## config.mk

```make
export PLATFORM = sky130hd
export DESIGN_NAME = column_event_requester
export DESIGN_NICKNAME = d
export VERILOG_FILES = /design/src/rtl/lib_arbiter_pkg.sv /design/src/rtl/sat_counter.sv /design/src/rtl/column_event_requester.sv
export SDC_FILE = /design/constraint.sdc
export NUM_CORES = 1
export LEC_CHECK = 0
export CAP_MARGIN = 25
export CORE_MARGIN = 5
export CORE_UTILIZATION = 37
export DETAILED_ROUTE_END_ITERATION = 7
export SLEW_MARGIN = 20
export SYNTH_ARGS = -nofsm -noshare
export SYNTH_HDL_FRONTEND = slang
export SYNTH_SLANG_ARGS = --single-unit
```

## constraint.sdc

```tcl
create_clock -name clk_i -period 1.5 [get_ports clk_i]
set_clock_uncertainty 0.05 [all_clocks]
set_input_delay 0.3 -clock clk_i [delete_from_list [all_inputs] [get_ports clk_i]]
set_output_delay 0.3 -clock clk_i [all_outputs]
set_load 0.02 [all_outputs]
```

## src/rtl/lib_arbiter_pkg.sv

```systemverilog
// Shared types for the column arbitration blocks: requester FSM states and default widths.
package lib_arbiter_pkg;
  typedef enum logic [1:0] {REQ_IDLE, REQ_BURST, REQ_GAP} req_state_e;
  localparam int DROP_W_DEF = 8;
endpackage

```

## src/rtl/sat_counter.sv

```systemverilog
// Saturating up-counter: increments by one per asserted cycle and holds at all-ones.
module sat_counter #(
  parameter int W = 8
) (
  input  logic         clk_i,
  input  logic         reset_i,
  input  logic         inc_i,
  output logic [W-1:0] cnt_o
);
  localparam logic [W-1:0] ONE = {{(W-1){1'b0}}, 1'b1};

  always_ff @(posedge clk_i or posedge reset_i) begin
    if (reset_i)                   cnt_o <= '0;
    else if (inc_i && cnt_o != '1) cnt_o <= cnt_o + ONE;
  end
endmodule

```

## src/rtl/column_event_requester.sv

```systemverilog
// Requester side of the column arbitration handshake: latches column events into a burst,
// retires bits on grant, and parks late events in a shadow register until group release.
module column_event_requester
  import lib_arbiter_pkg::*;
#(
  parameter int Lvl_COLS = 2,
  parameter int DROP_W   = DROP_W_DEF
) (
  input  logic                clk_i,
  input  logic                reset_i,
  input  logic                enable_i,
  input  logic [Lvl_COLS-1:0] event_i,
  input  logic [Lvl_COLS-1:0] gnt_i,
  input  logic                grp_release_i,
  output logic [Lvl_COLS-1:0] req_o,
  output logic                busy_o,
  output logic [DROP_W-1:0]   drop_cnt_o,
  output logic                err_o
);
  localparam logic [Lvl_COLS-1:0] ONE = {{(Lvl_COLS-1){1'b0}}, 1'b1};

  req_state_e          state;
  logic [Lvl_COLS-1:0] pend_ff;
  logic [Lvl_COLS-1:0] shadow_ff;
  logic [Lvl_COLS-1:0] gnt_eff;
  logic [Lvl_COLS-1:0] pend_next;
  logic                gnt_multi;
  logic                gnt_orphan;
  logic                drop_inc;

  function automatic logic multi_hot(input logic [Lvl_COLS-1:0] v);
    return |(v & (v - ONE));
  endfunction

  // A multi-hot grant is treated as garbage and retires nothing.
  assign gnt_multi  = multi_hot(gnt_i);
  assign gnt_orphan = (state == REQ_BURST) && |(gnt_i & ~pend_ff);
  assign gnt_eff    = gnt_multi ? '0 : (gnt_i & pend_ff);
  assign pend_next  = pend_ff & ~gnt_eff;
  assign drop_inc   = enable_i && |(event_i & shadow_ff);

  assign req_o  = (state == REQ_BURST) ? pend_ff : '0;
  assign busy_o = (state != REQ_IDLE);

  always_ff @(posedge clk_i or posedge reset_i) begin
    if (reset_i) begin
      state     <= REQ_IDLE;
      pend_ff   <= '0;
      shadow_ff <= '0;
      err_o     <= 1'b0;
    end else begin
      if (gnt_multi || gnt_orphan) err_o <= 1'b1;
      if (!enable_i) begin
        state     <= REQ_IDLE;
        pend_ff   <= '0;
        shadow_ff <= '0;
      end else begin
        unique case (state)
          REQ_IDLE: begin
            if (|(event_i | shadow_ff)) begin
              pend_ff   <= event_i | shadow_ff;
              shadow_ff <= '0;
              state     <= REQ_BURST;
            end
          end
          REQ_BURST: begin
            pend_ff   <= pend_next;
            shadow_ff <= shadow_ff | event_i;
            // Bits the arbiter mask skipped stay pending for the next pass.
            if (grp_release_i && pend_next == '0) state <= REQ_GAP;
          end
          REQ_GAP: begin
            shadow_ff <= shadow_ff | event_i;
            state     <= REQ_IDLE;
          end
          default: state <= REQ_IDLE;
        endcase
      end
    end
  end

  sat_counter #(.W(DROP_W)) u_drop_cnt (
    .clk_i  (clk_i),
    .reset_i(reset_i),
    .inc_i  (drop_inc),
    .cnt_o  (drop_cnt_o)
  );
endmodule

```

==> impl_metrics.yaml <==
floorplanning:
  dieArea_sq_mm: 0.00340
  die_w_microns: 58.3
  io-pin-count: 20
  std_cell_rows: 17
  start_util_pct: 39.0
  die_y_microns: 58.3
  coreArea_sq_mm: 0.00221
synth:
  synth_top_area_share_pct: 43.5
  synth_fp_nets: 98
  syn_inst: 86
  yosysUniqueCellTypes: 30
  ys_seq_area_share_pct: 43.5
  yosys-top-cells-area: "dfrtp_1 (44%), mux2_2 (6.5%), ha_1 (5.8%)"
  yosys.area.top_type: "dfrtp_1"
  avgSynthCellArea_sq_um: 10.0
  yosys_warnings: 0
  syn_area_sq_um: 862
  synth_seq_cells: 15
run_status:
  run_status: "finished with violations"
  violations: "setup timing"
drt:
  drtPass1Iterations: 4
  vias: 868
  drc: 0
  viasPerCell: 5.14
  postRouteAntennaNets: 0
  drt_iter0_drc: 10
  wl_mm: 2.45
  post_drt_wl_per_cell_microns: 14.5
placement:
  port_buffers: 19
  place_inst: 159
  place_congestion: 0.794
  dp_hpwl_mm: 1.60
timing:
  hold_viol: 0
  period_needed_ns: 1.53
  fin_setup_tns_ns: -0.0936
  post-route-period-util_pct: 102
  worst_pin_slew_ns: 0.262
  setup_ws_ns: -0.0272
  drv_slew: 0
  setup_viol_count_final: 5
  rsz0062_at_grt: "true"
  relSlewSlack_pct: 82.4
  fmax_mhz: 655
setup_path:
  cp_slowest_cell: "dfrtp_1"
  cp_max_fo: 6
  cp-end-kind: "output port"
  critical_path_buf_inv_count: 1
  start_kind: "flip-flop"
  crit_family: "flip-flops"
  cpPeakStageDelay_ns: 0.50
  criticalPathCategory: "flip-flop to output port"
  cp_data_required_time_ns: 1.15
  crit_arrival_ns: 1.18
  path_cells: "dlygate4sd2_1"
clocking:
  clk_latency_ns: 0.30
  cts.htree.levels: 1
  clkTransAtPathRegs_ns: 0.10
  cts-root-buf: "clkbuf_4"
  cts.path.max_buffers: 2
  cts_buffers: 3
  cts_num_sinks: 15
  hold_buffers: 0
  cts_tree: "done"
power:
  ir_worst_vdd_v: 0.00117
  power_density_mw_per_mm2: 1480
  power_leakage_nw: 0.699
flow_run:
  max_cap_violations: 0
grt:
  grt_pass1_vias: 857
  grt_max_degree: 16
  antenna_found_initial: 0
  overflow: 0
  grt_pass1_wl_mm: 3.57
  track_usage_pct: 13.9
final_layout:
  fillCellCount: 193
  final-instance-count-excl-fill: 169
  drive_above_1_share_pct: 47.5
  syn_to_final_growth_pct: 71.4
  insertedDiodeCount: 0
  final_nets: 154
worst_hold_path:
  hp-class: "input port to async pin"
-- path summary, 6_finish.rpt --
path                                                  from                         endpoint  slack [ns]  cells past startpoint
min in group clk_i                              event_i[1]         shadow_ff[1]$_DFFE_PP0P_        0.35                      3
min reg2reg                              err_o$_DFFE_PP0P_                err_o$_DFFE_PP0P_        0.43                      2
min                                                reset_i  u_drop_cnt.cnt_o[2]$_DFFE_PP0P_        0.25                      3
max in group asynchronous                          reset_i  u_drop_cnt.cnt_o[1]$_DFFE_PP0P_        0.95                      3
max reg2reg                           state[0]$_DFFE_PP0P_           pend_ff[0]$_DFFE_PP0P_       -0.03                      5
max                        u_drop_cnt.cnt_o[2]$_DFFE_PP0P_                    drop_cnt_o[2]       -0.03                      1
-- cells in the mapped netlist (all sizes together) --
cell and n:
or2 1, o211ai 1, dfrtp 15, mux2 6, o21ai 4, a31oi 1
o21a 3, and2b 1, nand3 5, a22oi 4, a21boi 1, nor3b 2
and2 4, ha 4, o221ai 2, nor2 1, nand2b 3, or2b 1
nand2 11, xnor2 1, a21oi 1, nor2b 4, nand4 2, inv 6
mux2i 1, o22a 1
-- layout by cell type (no fill, tap or decap), types with 2 or more instances in the layout --
master	netlist	final
a22oi_1	3	2
nand2_1	11	10
o21ai_0	3	3
mux2_2	5	3
clkbuf_4	0	3
mux2_4	0	2
inv_2	0	2
nor2b_1	4	4
o21a_1	3	3
dfrtp_1	15	13
nand4_1	2	2
buf_6	0	4
inv_1	6	4
nand3_2	0	2
ha_4	0	4
dlygate4sd2_1	0	10
clkdlybuf4s50_1	0	5
a22oi_2	1	2
nand2b_1	3	2
dfrtp_2	0	2
and2_4	0	3
buf_4	0	31
nand3_1	5	3
-- sequential cells by signal (all words and copies together) (netlist names) --
register / count
state: 2
u_drop_cnt.cnt_o: 8
err_o: 1
pend_ff: 2
shadow_ff: 2
-- metrics by stage --
stage | utilization, % | cell area (sq um) | total power [mW] | hold WS, ns | setup WS [ns]
floorplan | - | 891 | 1.17 | 0.151 | -0.0494
global placement | 59.3 | 1310 | 1.64 | 0.408 | -0.311
detailed placement | 59.3 | 1310 | 1.65 | 0.409 | -0.331
CTS | 61.5 | 1360 | 1.95 | 0.245 | -0.0495
global route | 66.8 | 1480 | 2.34 | 0.272 | -0.0857
finish | 66.8 | 1480 | 2.19 | 0.245 | -0.0272
-- logic make-up after synthesis --
logic type / share of synthesized area [%]
compound gates: 15.5
xor+xnor: 1.02
fa+ha+maj: 5.81
buf+inv: 2.61
flops: 43.5
mux: 9.00
simple gates: 22.5
-- worst register-to-register path, cell delays in order (launching register included) --
cell and delay, ns:
dfrtp_1 0.43, ha_4 0.18, buf_4 0.14, or2b_1 0.25, o21a_1 0.19, o22a_1 0.19
-- cell type report --
type / instances / area (sq um) / area share (%)
tap: 28 / 35.0 / 2.37
clock buffer: 3 / 22.5 / 1.52
clock inverter: 1 / 5.00 / 0.339
timing repair buffer: 51 / 428 / 29.0
sequential: 15 / 378 / 25.6
inverter: 6 / 22.5 / 1.52
multi-input combinational: 65 / 587 / 39.7
-- timing repair --
item / 4_1_cts / 5_1_grt
setup buffers: 2 / 4
endpoints found under the hold margin: 0 / 0
gates resized for setup: 32 / 17
endpoints found under the setup margin: 17 / 14
pin swaps: 4 / 9
-- layer usage --
layer	share of wire (%)	global-route usage, %
met1	40	15.0
met3	3.6	2.45
met2	54	25.0
met5	0	0
met4	2.6	7.62
-- power by group --
part | switching (mW) | internal, mW | total, mW
logic | 0.569 | 0.728 | 1.30
registers | 0.121 | 0.520 | 0.642
clock network | 0.149 | 0.0995 | 0.249
(Power assumes the default switching activity.)
